`src/rtl/vga_timing_gen.sv`:
```
// vga_timing_gen: raster timing generator for a VGA-style display.
// A clock divider produces a one-clk pixelTick every CLK_DIV clocks. On each
// tick the pixel/line counters advance. bright, hSync and vSync are computed
// from the next-count values, so they change on the same edge as the counters.
// Ports:
//   clk        system clock (the only clock)
//   rst_n      asynchronous active-low reset
//   pixelTick  one-clk pulse; counters advance on the edge that ends it
//   hCount     horizontal pixel index, 0..H_TOTAL-1
//   vCount     vertical line index, 0..V_TOTAL-1
//   bright     high inside the active region
//   hSync      horizontal sync, asserted level = SYNC_POL
//   vSync      vertical sync, asserted level = SYNC_POL
//   frameStart one-clk pulse when the counters load (0,0)
module vga_timing_gen #(
  parameter int unsigned CLK_DIV  = 4,
  parameter int unsigned H_ACTIVE = 640,
  parameter int unsigned H_FP     = 16,
  parameter int unsigned H_SYNC   = 96,
  parameter int unsigned H_BP     = 48,
  parameter int unsigned V_ACTIVE = 480,
  parameter int unsigned V_FP     = 10,
  parameter int unsigned V_SYNC   = 2,
  parameter int unsigned V_BP     = 33,
  parameter logic        SYNC_POL = 1'b0
) (
  input  logic       clk,
  input  logic       rst_n,
  output logic       pixelTick,
  output logic [9:0] hCount,
  output logic [9:0] vCount,
  output logic       bright,
  output logic       hSync,
  output logic       vSync,
  output logic       frameStart
);

  localparam int unsigned CNT_W   = 10;
  localparam int unsigned DIV_W   = 4;
  localparam int unsigned H_TOTAL = H_ACTIVE + H_FP + H_SYNC + H_BP;
  localparam int unsigned V_TOTAL = V_ACTIVE + V_FP + V_SYNC + V_BP;
  localparam int unsigned H_SYNC_START = H_ACTIVE + H_FP;
  localparam int unsigned H_SYNC_END   = H_SYNC_START + H_SYNC;
  localparam int unsigned V_SYNC_START = V_ACTIVE + V_FP;
  localparam int unsigned V_SYNC_END   = V_SYNC_START + V_SYNC;

  localparam logic [DIV_W-1:0] DIV_LAST = DIV_W'(CLK_DIV - 1);
  localparam logic [CNT_W-1:0] H_LAST   = CNT_W'(H_TOTAL - 1);
  localparam logic [CNT_W-1:0] V_LAST   = CNT_W'(V_TOTAL - 1);
  // With no division the tick is permanently high, including through reset.
  localparam logic TICK_RESET = (CLK_DIV == 1) ? 1'b1 : 1'b0;

  logic [DIV_W-1:0] divCount;
  logic [DIV_W-1:0] divNext;
  logic             tickNext;
  logic [CNT_W-1:0] hNext;
  logic [CNT_W-1:0] vNext;
  logic             brightNext;
  logic             hSyncNext;
  logic             vSyncNext;
  logic             frameStartNext;

  // Divider: counts 0..CLK_DIV-1; tick is registered from the next divider value.
  always_comb begin
    divNext  = '0;
    tickNext = 1'b0;
    if (divCount != DIV_LAST) begin
      divNext = divCount + DIV_W'(1);
    end
    tickNext = (divNext == DIV_LAST);
  end

  // Counter advance and next-value decode of the timing outputs.
  always_comb begin
    hNext          = hCount;
    vNext          = vCount;
    brightNext     = bright;
    hSyncNext      = hSync;
    vSyncNext      = vSync;
    frameStartNext = 1'b0;
    if (pixelTick) begin
      if (hCount == H_LAST) begin
        hNext = '0;
        if (vCount == V_LAST) begin
          vNext = '0;
        end else begin
          vNext = vCount + CNT_W'(1);
        end
      end else begin
        hNext = hCount + CNT_W'(1);
      end
      brightNext = (hNext < CNT_W'(H_ACTIVE)) && (vNext < CNT_W'(V_ACTIVE));
      hSyncNext  = ((hNext >= CNT_W'(H_SYNC_START)) && (hNext < CNT_W'(H_SYNC_END)))
                   ? SYNC_POL : ~SYNC_POL;
      vSyncNext  = ((vNext >= CNT_W'(V_SYNC_START)) && (vNext < CNT_W'(V_SYNC_END)))
                   ? SYNC_POL : ~SYNC_POL;
      frameStartNext = (hNext == '0) && (vNext == '0);
    end
  end

  // Reset parks the counters on the last pixel so the first tick lands on (0,0).
  always_ff @(posedge clk or negedge rst_n) begin
    if (!rst_n) begin
      divCount   <= '0;
      pixelTick  <= TICK_RESET;
      hCount     <= H_LAST;
      vCount     <= V_LAST;
      bright     <= 1'b0;
      hSync      <= ~SYNC_POL;
      vSync      <= ~SYNC_POL;
      frameStart <= 1'b0;
    end else begin
      divCount   <= divNext;
      pixelTick  <= tickNext;
      hCount     <= hNext;
      vCount     <= vNext;
      bright     <= brightNext;
      hSync      <= hSyncNext;
      vSync      <= vSyncNext;
      frameStart <= frameStartNext;
    end
  end

endmodule
```
`config.mk`:
```
export PLATFORM = sky130hd
export DESIGN_NAME = vga_timing_gen
export DESIGN_NICKNAME = d
export VERILOG_FILES = /design/src/rtl/vga_timing_gen.sv
export SDC_FILE = /design/constraint.sdc
export NUM_CORES = 1
export LEC_CHECK = 0
export BUFFER_PORTS_ARGS = -buffer_cell sky130_fd_sc_hd__clkbuf_2
export CORE_MARGIN = 5
export CORE_UTILIZATION = 62
export DETAILED_ROUTE_END_ITERATION = 12
export GPL_TIMING_DRIVEN = 1
export PLACE_DENSITY = 0.85
export SYNTH_ARGS = -nofsm -noshare
export SYNTH_HDL_FRONTEND = slang
export SYNTH_SLANG_ARGS = --single-unit
export TNS_END_PERCENT = 20
```
`constraint.sdc`:
```
create_clock -name clk -period 3.5 [get_ports clk]
set_input_delay 0.525 -clock clk [delete_from_list [all_inputs] [get_ports clk]]
set_output_delay 0.525 -clock clk [all_outputs]
set_load 0.02 [all_outputs]
```
======== Word level (Yosys, flattened, before mapping) ========
Index checks and enable logic that the tools add are counted.
storage, ports and cells
  output and inout bits ................... 25
  word-level logic and storage cells ...... 36
  register bits after elaboration ......... 29
cells by class
  add/sub/neg operators ................... 3
  magnitude comparators ................... 6
  equal/unequal tests ..................... 4
  muxes and demuxes ....................... 9
  reductions and logical operators ........ 6
operators with widths
  operator                                                                number
  10-bit 2-to-1 mux                                                       5
  10-bit by 1-bit adder with 10-bit output, second input constant         2
  10-bit equality test, second input constant                             2
  10-bit zero test                                                        2
  10-bit < comparator, second input constant                              2
  10-bit by 9-bit < comparator with 1-bit output, second input constant   2
  10-bit >= comparator, second input constant                             1
  10-bit by 9-bit >= comparator with 1-bit output, second input constant  1
  4-bit by 1-bit adder with 4-bit output, second input constant           1
  4-bit by 2-bit equality test with 1-bit output, second input constant   1
  1-bit logical AND                                                       4
  4-bit 2-to-1 mux                                                        1
  4-bit by 2-bit != test with 1-bit output, second input constant         1
  1-bit 2-to-1 mux                                                        3

======== Longest topological paths before layout ========
Gate-level depths: netlist of run 1.
  depth after elaboration ................. 7
  mapped depth ............................ 8

======== Least setup slack after synthesis of run 1 ========
No wires, ideal clock.
  kind .................................... register -> register
  from .................................... register hCount[4]
  to ...................................... register vSync
  required time ........................... 3414 ps
  clock period less this slack ............ 2382 ps
  arrival ................................. 2296 ps
  slack ................................... 1118 ps
  stages on the path, launching flop included .. 9
  setup time .............................. 86 ps
  cell sequence ........................... dfstp_2 > buf_6 > or3b_4 > nor3_1 > buf_2 > nand4_1 > xor2_1 > a22oi_1 > o41a_1
on the way
  longest elaborated chain between the ends .. 6
  elaborated cells between the ends (all ways) .. 7
RTL lines
  item                                                                                                                      line  RTL
  start, declared                                                                                                           30    output logic [9:0] hCount,
  start signal, assigned                                                                                                    115   hCount <= hNext;
  10-bit equality test (*)                                                                                                  82    if (hCount == H_LAST) begin
  10-bit 2-to-1 mux (*)                                                                                                     82
  10-bit 2-to-1 mux (*)                                                                                                     81    if (pixelTick) begin
  10-bit by 9-bit >= comparator with 1-bit output / 10-bit by 9-bit < comparator with 1-bit output (equally long branches)  95    vSyncNext = ((vNext >= CNT_W'(V_SYNC_START)) && (vNext < CNT_W'(V_SYNC_END)))
  1-bit logical AND (*)                                                                                                     95
  1-bit 2-to-1 mux (*)                                                                                                      96    ? SYNC_POL : ~SYNC_POL;
  end signal, assigned                                                                                                      110   vSync <= ~SYNC_POL;
  end signal, assigned                                                                                                      119   vSync <= vSyncNext;
  end, declared                                                                                                             34    output logic vSync,
Mark *: on every way between the ends. The rest lies on a longest branch, timed or not. The select of a mux whose other input is x is not followed.
A chain may end at the register's enable or synchronous reset.

======== Final worst setup path of run 1 ========
  from .................................... register hCount[0]
  to ...................................... register vSync
Same word-level chain as after synthesis.

==> flow_metrics.env, run 1 <==
export IMPL_status="complete, no violations"
export IMPL_cts_tree="done"
export IMPL_antenna_diode_count=0
export IMPL_grt_setup_unrepaired="no"
export IMPL_clock_path_buffers=2
export IMPL_ir_drop_uv=279.2
export IMPL_worst_slack_ns=1.037
export IMPL_power_density_nw_per_um2=282.3
export IMPL_crit_required_ns=3.77
export IMPL_fmax_mhz=406.0
export IMPL_drt_vias_per_instance=5.953
export IMPL_die_h_um=67.37
export IMPL_grt_max_degree=30
export IMPL_place_congestion=0.9066
export IMPL_crit_path_start_kind="flop"
export IMPL_grt_pass1_vias=1661
export IMPL_r2r_start="hCount[0]"
export IMPL_clkLatencyLatePin_ns=0.35
export IMPL_regArea_sq_um=740.7
export IMPL_synth_edf_count=0
export IMPL_endpoint_kind="flop"
export IMPL_relSlewSlack_pct=43.98
export IMPL_grt_usage_pct=22.23
export IMPL_path_max_fanout=11
export IMPL_drt_iter0_markers=219
export IMPL_route_detailed_drc=0
export IMPL_worstSetupStartpoint="hCount[0]"
export IMPL_syn_area_per_cell_sq_um=8.574
export IMPL_syn_area_sq_um=2041
export IMPL_multi_input_area_sq_um=1145
export IMPL_slew_viol_final=0
export IMPL_die_x_um=67.37
export IMPL_gr_total_overflow=0
export IMPL_die_area_sq_um=4539
export IMPL_r2r_slack_ns=1.04
export IMPL_io_pins=27
export IMPL_wl_per_cell_um=14.90
export IMPL_drive_above_1_share_pct=24.61
export IMPL_skew_ns=0.01453
export IMPL_clk_pin_slew_ns=0.11
export IMPL_synth_nets=246
export IMPL_tightestPinTransition_ns=0.8403
export IMPL_rows=20
export IMPL_yosys_register_bits=29
export IMPL_numPlacedInstances=292
export IMPL_yosysSeqAreaShare_pct=36.30
export IMPL_fin_cells=300
export IMPL_ant_nets=0
export IMPL_period_share_pct=70.37
export IMPL_hold_violations=0
export IMPL_num_vias=1786
export IMPL_dp_hpwl_um=3030
export IMPL_core_area_sq_um=3103
export IMPL_drt_first_pass_iters=6
export IMPL_critical_path_class="flop to flop"
export IMPL_min_period_ns=2.463
export IMPL_fin_area_sq_um=2226
export IMPL_cts_buffers_inserted=5
export IMPL_ys_flop_type="dfrtp_1"
export IMPL_final_fill_count=261
export IMPL_setup_viol=0
export IMPL_hold_buffers=0
export IMPL_synth_cell_types=55
export IMPL_cp_arrival_ns=2.73
export IMPL_area_growth_pct=9.074
export IMPL_htree_levels=2
export IMPL_yosysWarnings=0
export IMPL_utilization_pct=71.73
export IMPL_place_worst_setup_slack_ns=1.113
export IMPL_ys_async_sr_fraction_pct=100.0
export IMPL_p_leak_nw=0.8677
export IMPL_syn_inst=238
export IMPL_hold_class="primary input to async pin"
export IMPL_numPortBuffers=26
export IMPL_final_nets=263
export IMPL_post_cts_setup_buffers=0
export IMPL_setup_tns_ns=0
export IMPL_antenna_found_initial=0
export IMPL_root_buffer="clkbuf_4"
export IMPL_dpl_cell_area_sq_um=2142
export IMPL_cts_sinks=29
export IMPL_grt_pass1_wl_um=7707
export IMPL_post_cts_resized=0
export IMPL_maxCapViolations=0
export IMPL_start_util_pct=65.77
export IMPL_finalWirelength_um=4471
==> kinds of logic (layout without fill, tap and decap cells) <==
family | count (synthesis) | count (layout) | share of synthesized area, %
AND/OR/NAND/NOR | 93 | 93 | 24.83
AO/OA/AOI/OAI | 57 | 57 | 18.15
buffers and inverters | 32 | 50 | 7.603
flip-flops | 29 | 29 | 36.30
XOR/XNOR | 17 | 17 | 7.296
adder cells (fa/ha/maj) | 6 | 6 | 3.679
multiplexers | 4 | 4 | 2.146
==> cell type report <==
class                      count  area share, %
clock buffer                   5          1.686
clock inverter                 3          2.080
inverter                      13          2.192
multi-input combinational    177          51.43
sequential                    29          33.28
tap                           44          2.473
timing repair buffer          29          6.858
==> state kept, by name (all words and copies together) (netlist names) <==
register and flops:
bright 1, hSync 1, divCount 4, hCount 10
vSync 1, pixelTick 1, frameStart 1, vCount 10
==> cells in the mapped netlist (all sizes together), types with 2 or more instances <==
master   number  share of area, %
nand2        26               4.8
o21ai        19               4.7
dfrtp        17                21
nor2         17               3.1
inv          13               2.4
xnor2        13               5.6
dfstp        12                15
buf          10               3.4
clkbuf        9               1.8
a21oi         8               2.0
a31oi         8               2.5
nand3         8               2.2
nand4         7               2.1
nor3          7               1.7
ha            6               3.7
and3          4               1.2
and4b         4               2.0
xor2          4               1.7
a2111oi       3               1.6
a211oi        3               1.1
mux2          3               1.7
or2           3              0.92
or3           3               1.2
a22oi         2              0.74
nand2b        2              0.61
nand3b        2              0.74
nor2b         2              0.61
o2111ai       2              0.86
o22ai         2              0.61
o31ai         2              0.74
==> metal layers <==
| layer | up-vias | GRT usage (%) | routed length (um) |
|---|---|---|---|
| met5 | - | 0 | 0 |
| met3 | 6 | 4.326 | 283 |
| met2 | 61 | 33.13 | 2051 |
| met1 | 839 | 31.59 | 2069 |
| li1 | 880 | - | - |
| met4 | 0 | 8.861 | 67 |
==> power breakdown <==
| group | internal [W] | total, W | leakage (nW) | switching (W) |
|---|---|---|---|---|
| logic | 0.000000377 | 0.00000652 | 0.473 | 0.00000614 |
| registers | 0.000336 | 0.000336 | 0.353 | 0 |
| clock network | 0.000151 | 0.000286 | 0.0414 | 0.000135 |
| total | 0.000487 | 0.000628 | 0.868 | 0.000141 |
==> critical path, cell delays in order (launching register included) <==
cell	delay [ns]
dfstp_2	0.60
ha_1	0.25
nand3_1	0.19
nor3_1	0.22
buf_4	0.21
nand4_1	0.16
xor2_1	0.20
a22oi_1	0.12
o41a_1	0.43
==> through the flow <==
step	total power [W]	hold slack, ns
2_1_floorplan	0.0003416	0.2294
3_5_place_dp	0.0003487	0.4925
5_1_grt	0.0006481	0.2610
4_1_cts	0.0006305	0.2340
3_3_place_gp	0.0003486	0.4709
6_report	0.0006283	0.2009
==> cell usage in the layout, fill, tap and decap left out, types with 4 or more instances in the layout <==
cell,netlist,final
nand2_1,26,26
clkbuf_2,2,26
o21ai_0,19,19
nor2_1,17,17
dfrtp_1,17,17
inv_1,13,13
xnor2_1,13,13
dfstp_2,12,12
a21oi_1,8,8
a31oi_1,8,8
nand3_1,7,7
nor3_1,7,7
nand4_1,7,7
ha_1,6,6
clkbuf_4,0,5
xor2_1,4,4
and4b_1,4,4
and3_1,4,4
==> path summary, 6_finish.rpt <==
| kind | end | cells past startpoint |
|---|---|---|
| worst max register to register | vSync | 8 |
| worst min register to register | divCount[0] | 1 |
| worst min-delay path | pixelTick | 1 |
| worst max-delay path | vSync | 8 |
| min in group clk | divCount[0] | 1 |
| max in group asynchronous | vCount[1] | 1 |
(Power assumes the default switching activity.)
==> run 2: changes to the inputs <==
Settings changed: CORE_UTILIZATION 62 to 58, PLACE_DENSITY 0.85 to 0.8.
Clock period 3.5 ns to 2.4 ns, I/O delays scaled along.
==> run 2 against run 1 <==
  * Sequential share of layout area shrank 2.3 points
  * Worst setup slack got worse by 0.89 ns
  * Flip-flop and latch count did not move
  * Combinational power grew 46%
  * Register-to-register slack lost 0.89 ns
  * Fmax up 9.4%
  * Cell count increased by 7.3%
  * Largest power group unchanged
  * Largest cell class unchanged
==> flow_metrics.env, run 2 (same netlist as run 1, synthesis figures left out) <==
export IMPL_status="complete, no violations"
export IMPL_clkLatencyLatePin_ns=0.34
export IMPL_route_detailed_drc=0
export IMPL_hold_violations=0
export IMPL_antenna_diode_count=0
export IMPL_fin_cells=322
export IMPL_worst_slack_ns=0.1481
export IMPL_drt_vias_per_instance=5.804
export IMPL_critical_path_class="flop to flop"
export IMPL_hold_buffers=0
export IMPL_min_period_ns=2.252
export IMPL_rows=21
export IMPL_power_density_nw_per_um2=383.5
export IMPL_area_growth_pct=17.23
export IMPL_drt_iter0_markers=123
export IMPL_clk_pin_slew_ns=0.10
export IMPL_htree_levels=2
export IMPL_relSlewSlack_pct=52.71
export IMPL_ant_nets=0
export IMPL_cts_sinks=29
export IMPL_ir_drop_uv=260.4
export IMPL_reg_top3="hCount x10, vCount x10, divCount x4"
export IMPL_fin_area_sq_um=2392
export IMPL_hold_class="primary input to async pin"
export IMPL_finalWirelength_um=4936
export IMPL_cts_buffers_inserted=5
export IMPL_path_max_fanout=5
export IMPL_dpl_cell_area_sq_um=2235
export IMPL_cp_arrival_ns=2.52
export IMPL_p_leak_nw=0.9714
export IMPL_numPortBuffers=26
export IMPL_die_h_um=69.32
export IMPL_final_fill_count=296
export IMPL_place_worst_setup_slack_ns=0.05700
export IMPL_grt_pass1_wl_um=8259
export IMPL_crit_required_ns=2.67
export IMPL_num_vias=1869
export IMPL_grt_max_degree=30
export IMPL_gr_total_overflow=0
export IMPL_numPlacedInstances=306
export IMPL_grt_pass1_vias=1695
export IMPL_grt_usage_pct=21.01
export IMPL_crit_path_start_kind="flop"
export IMPL_utilization_pct=71.13
export IMPL_clock_path_buffers=2
export IMPL_place_congestion=0.9351
export IMPL_slew_viol_final=0
export IMPL_period_share_pct=93.83
export IMPL_antenna_found_initial=0
export IMPL_tightestPinTransition_ns=0.7094
export IMPL_endpoint_kind="flop"
export IMPL_maxCapViolations=0
export IMPL_dp_hpwl_um=3432
export IMPL_final_cell_mix="nand2_1, clkbuf_2, buf_4"
export IMPL_io_pins=27
export IMPL_power_w=0.0009173
export IMPL_fmax_mhz=444.1
export IMPL_die_x_um=69.32
export IMPL_die_area_sq_um=4805
export IMPL_core_area_sq_um=3363
export IMPL_drt_first_pass_iters=4
export IMPL_drive_above_1_share_pct=31.16
export IMPL_cts_tree="done"
export IMPL_start_util_pct=60.68
export IMPL_root_buffer="clkbuf_4"
export IMPL_skew_ns=0.006479
export IMPL_setup_viol=0
export IMPL_wl_per_cell_um=15.33
export IMPL_final_nets=283
[run 2: metrics by stage]
stage / hold slack, ns / TNS [ns]
2_1_floorplan: 0.06441 / 0
3_3_place_gp: 0.4524 / 0
3_5_place_dp: 0.4466 / 0
4_1_cts: 0.06664 / 0
5_1_grt: 0.09774 / -0.05631
6_report: 0.05000 / 0
[run 2: critical path, stage by stage, from the launching register on]
cell     delay [ns]
dfstp_2        0.58
ha_2           0.24
nand3_2        0.13
nor3_1         0.21
buf_4          0.17
nand4_1        0.14
xor2_1         0.20
a22oi_1        0.10
o41a_1         0.40
[run 2: cell type report]
cell class              instances  area, sq um  share of cell area [%]
inverters                      13        48.80                   2.040
flip-flops and latches         29        740.7                   30.96
clock inverters                 3        46.29                   1.935
repair buffers                 49        302.8                   12.66
multi-input cells             177         1159                   48.43
clock buffers                   5        37.54                   1.569
well taps                      46        57.56                   2.406
[run 2: worst paths after layout]
path                            cells past startpoint  slack (ns)           to         from
max in group asynchronous                           1        1.89    vCount[8]        rst_n
worst max register to register                      8        0.15        vSync    hCount[1]
min in group clk                                    1        0.49  divCount[0]  divCount[0]
worst min register to register                      1        0.49  divCount[0]  divCount[0]
worst max-delay path                                8        0.15        vSync    hCount[1]
worst min-delay path                                1        0.05    hCount[6]        rst_n
[run 2: metal layers]
layer  part of all wire [%]  GRT usage (%)
met1                     46          28.04
met4                    1.6          6.941
met5                      0              0
met3                    6.0          5.217
met2                     47          33.16
[run 2: power breakdown]
part           switching [W]  leakage [nW]   total (W)  internal, W
logic             0.00000898         0.577  0.00000953  0.000000550
registers                  0         0.353    0.000490     0.000490
clock network       0.000198        0.0414    0.000418     0.000220
total               0.000207         0.971    0.000917     0.000711
[run 2: what timing repair did]
item                       4_1_cts  5_1_grt
gates resized for setup          0        4
setup buffers                    0        8
setup endpoints to repair        0        6
==> run 3: changes to the inputs <==
Settings changed: CAP_MARGIN set to 20, CORE_UTILIZATION 58 to 45, PLACE_DENSITY 0.8 to not set, RECOVER_POWER set to 100.
==> run 3 against run 2 <==
  * Worst setup slack better by 0.0087 ns
  * Global-route usage down 4.1 points
  * Clock skew up 0.0039 ns
  * Register-to-register slack is essentially flat
  * Highest routed layer unchanged
  * Combinational power increased by 2.4%
  * Worst hold slack gained 0.43 ns
  * Sequential share of layout area up 0.44 points
  * The run now ends with max-capacitance violations, max-slew violations left
  * Die area is 24% higher
  * Flip-flop and latch count unchanged
  * Fmax is 0.39% higher
  * Cell count rose by 0.62%
  * Largest power group is now clock
  * Clock-buffer cell count rose by 1
==> flow_metrics.env, run 3 (same netlist as run 1, synthesis figures left out) <==
export IMPL_grt_pass1_wl_um=8307
export IMPL_drt_iter0_markers=150
export IMPL_fin_cells=324
export IMPL_tightestPinTransition_ns=1.605
export IMPL_relSlewSlack_pct=-6.999
export IMPL_dp_hpwl_um=3405
export IMPL_maxCapViolations=1
export IMPL_r2r_slack_ns=0.16
export IMPL_cts_buffers_inserted=5
export IMPL_clock_path_buffers=2
export IMPL_gr_total_overflow=0
export IMPL_numPlacedInstances=313
export IMPL_drive_above_1_share_pct=20.22
export IMPL_grt_pass1_vias=1683
export IMPL_crit_required_ns=2.59
export IMPL_critical_path_class="flop to flop"
export IMPL_antenna_found_initial=0
export IMPL_grt_setup_unrepaired="no"
export IMPL_place_congestion=0.8185
export IMPL_setup_tns_ns=0
export IMPL_drt_vias_per_instance=5.713
export IMPL_route_detailed_drc=0
export IMPL_final_fill_count=425
export IMPL_cp_arrival_ns=2.44
export IMPL_setup_viol=0
export IMPL_start_util_pct=46.55
export IMPL_reg_top3="hCount x10, vCount x10, divCount x4"
export IMPL_area_growth_pct=15.57
export IMPL_rows=24
export IMPL_clkLatencyLatePin_ns=0.28
export IMPL_period_share_pct=93.47
export IMPL_hold_buffers=0
export IMPL_final_nets=279
export IMPL_die_h_um=77.34
export IMPL_die_area_sq_um=5981
export IMPL_power_density_nw_per_um2=424.1
export IMPL_min_period_ns=2.243
export IMPL_cts_tree="done"
export IMPL_hold_violations=0
export IMPL_finalWirelength_um=4869
export IMPL_ant_nets=0
export IMPL_path_max_fanout=7
export IMPL_io_pins=27
export IMPL_fmax_mhz=445.8
export IMPL_clk_pin_slew_ns=0.07
export IMPL_antenna_diode_count=0
export IMPL_grt_usage_pct=16.88
export IMPL_wl_per_cell_um=15.03
export IMPL_slew_viol_final=30
export IMPL_status="finished with violations"
export IMPL_numPortBuffers=26
export IMPL_endpoint_kind="flop"
export IMPL_skew_ns=0.01039
export IMPL_crit_path_start_kind="flop"
export IMPL_root_buffer="clkbuf_8"
export IMPL_p_leak_nw=0.8997
export IMPL_cts_sinks=29
export IMPL_violations="max-capacitance violations, max-slew violations"
export IMPL_ir_drop_uv=306.5
export IMPL_mostFrequentLayoutCell="nand2_1"
export IMPL_core_area_sq_um=4384
export IMPL_final_cell_mix="nand2_1, clkbuf_1, o21ai_0"
export IMPL_drt_first_pass_iters=4
export IMPL_hold_class="primary input to async pin"
export IMPL_grt_max_degree=30
export IMPL_num_vias=1851
export IMPL_htree_levels=2
export IMPL_die_x_um=77.34
[run 3: path summary, 6_finish.rpt]
kind,endpoint,cells past startpoint,start
setup / recovery,bright,8,hCount[4]
hold / removal,hCount[6],1,rst_n
setup reg to reg,bright,8,hCount[4]
hold reg to reg,divCount[0],1,divCount[0]
max in group asynchronous,vCount[7],1,rst_n
min in group clk,divCount[0],1,divCount[0]
[run 3: final cells by class]
| class | instances | area, sq um | area share, % |
|---|---|---|---|
| sequential | 29 | 740.7 | 31.41 |
| clock buffer | 6 | 72.57 | 3.077 |
| tap | 52 | 65.06 | 2.759 |
| multi-input combinational | 177 | 1151 | 48.81 |
| timing repair buffer | 45 | 245.2 | 10.40 |
| inverter | 13 | 48.80 | 2.069 |
| clock inverter | 2 | 35.03 | 1.485 |
[run 3: per-layer routing]
layer | track usage [%] | share of wire [%]
met5 | 0 | 0
met4 | 5.326 | 1.5
met3 | 4.167 | 5.2
met2 | 24.58 | 43
met1 | 24.56 | 50
[run 3: critical path, stage by stage (launching register included)]
cell and delay (ns):
dfstp_2 0.53, or3b_4 0.39, nor3_1 0.19, buf_4 0.18, clkbuf_4 0.14, a21oi_1 0.06
o22ai_1 0.25, o2111ai_1 0.17, a211oi_1 0.25
[run 3: what timing repair did]
| action | 4_1_cts | 5_1_grt |
|---|---|---|
| setup buffers | 0 | 3 |
| resized for setup | 0 | 2 |
| endpoints found under the setup margin | 0 | 4 |
[run 3: metrics by stage]
stage / hold WS [ns] / worst slack [ns] / area [sq um] / util (%) / power (W)
after floorplan: 0.06441 / 0.01779 / 2041 / - / 0.0004982
after global placement: 0.4622 / 0.1899 / 2250 / 51.31 / 0.0005090
after detailed placement: 0.4792 / 0.09333 / 2250 / 51.31 / 0.0005095
after CTS: 0.1691 / 0.1043 / 2357 / 53.77 / 0.001016
after global routing: 0.5151 / 0.01508 / 2359 / 53.80 / 0.001046
final: 0.4786 / 0.1568 / 2359 / 53.80 / 0.001000
[run 3: power by group]
part	total [W]	internal [W]	switching [W]	leakage, nW
Combinational	0.00000976	0.000000283	0.00000948	0.490
Sequential	0.000489	0.000489	0	0.354
Clock	0.000501	0.000308	0.000193	0.0552
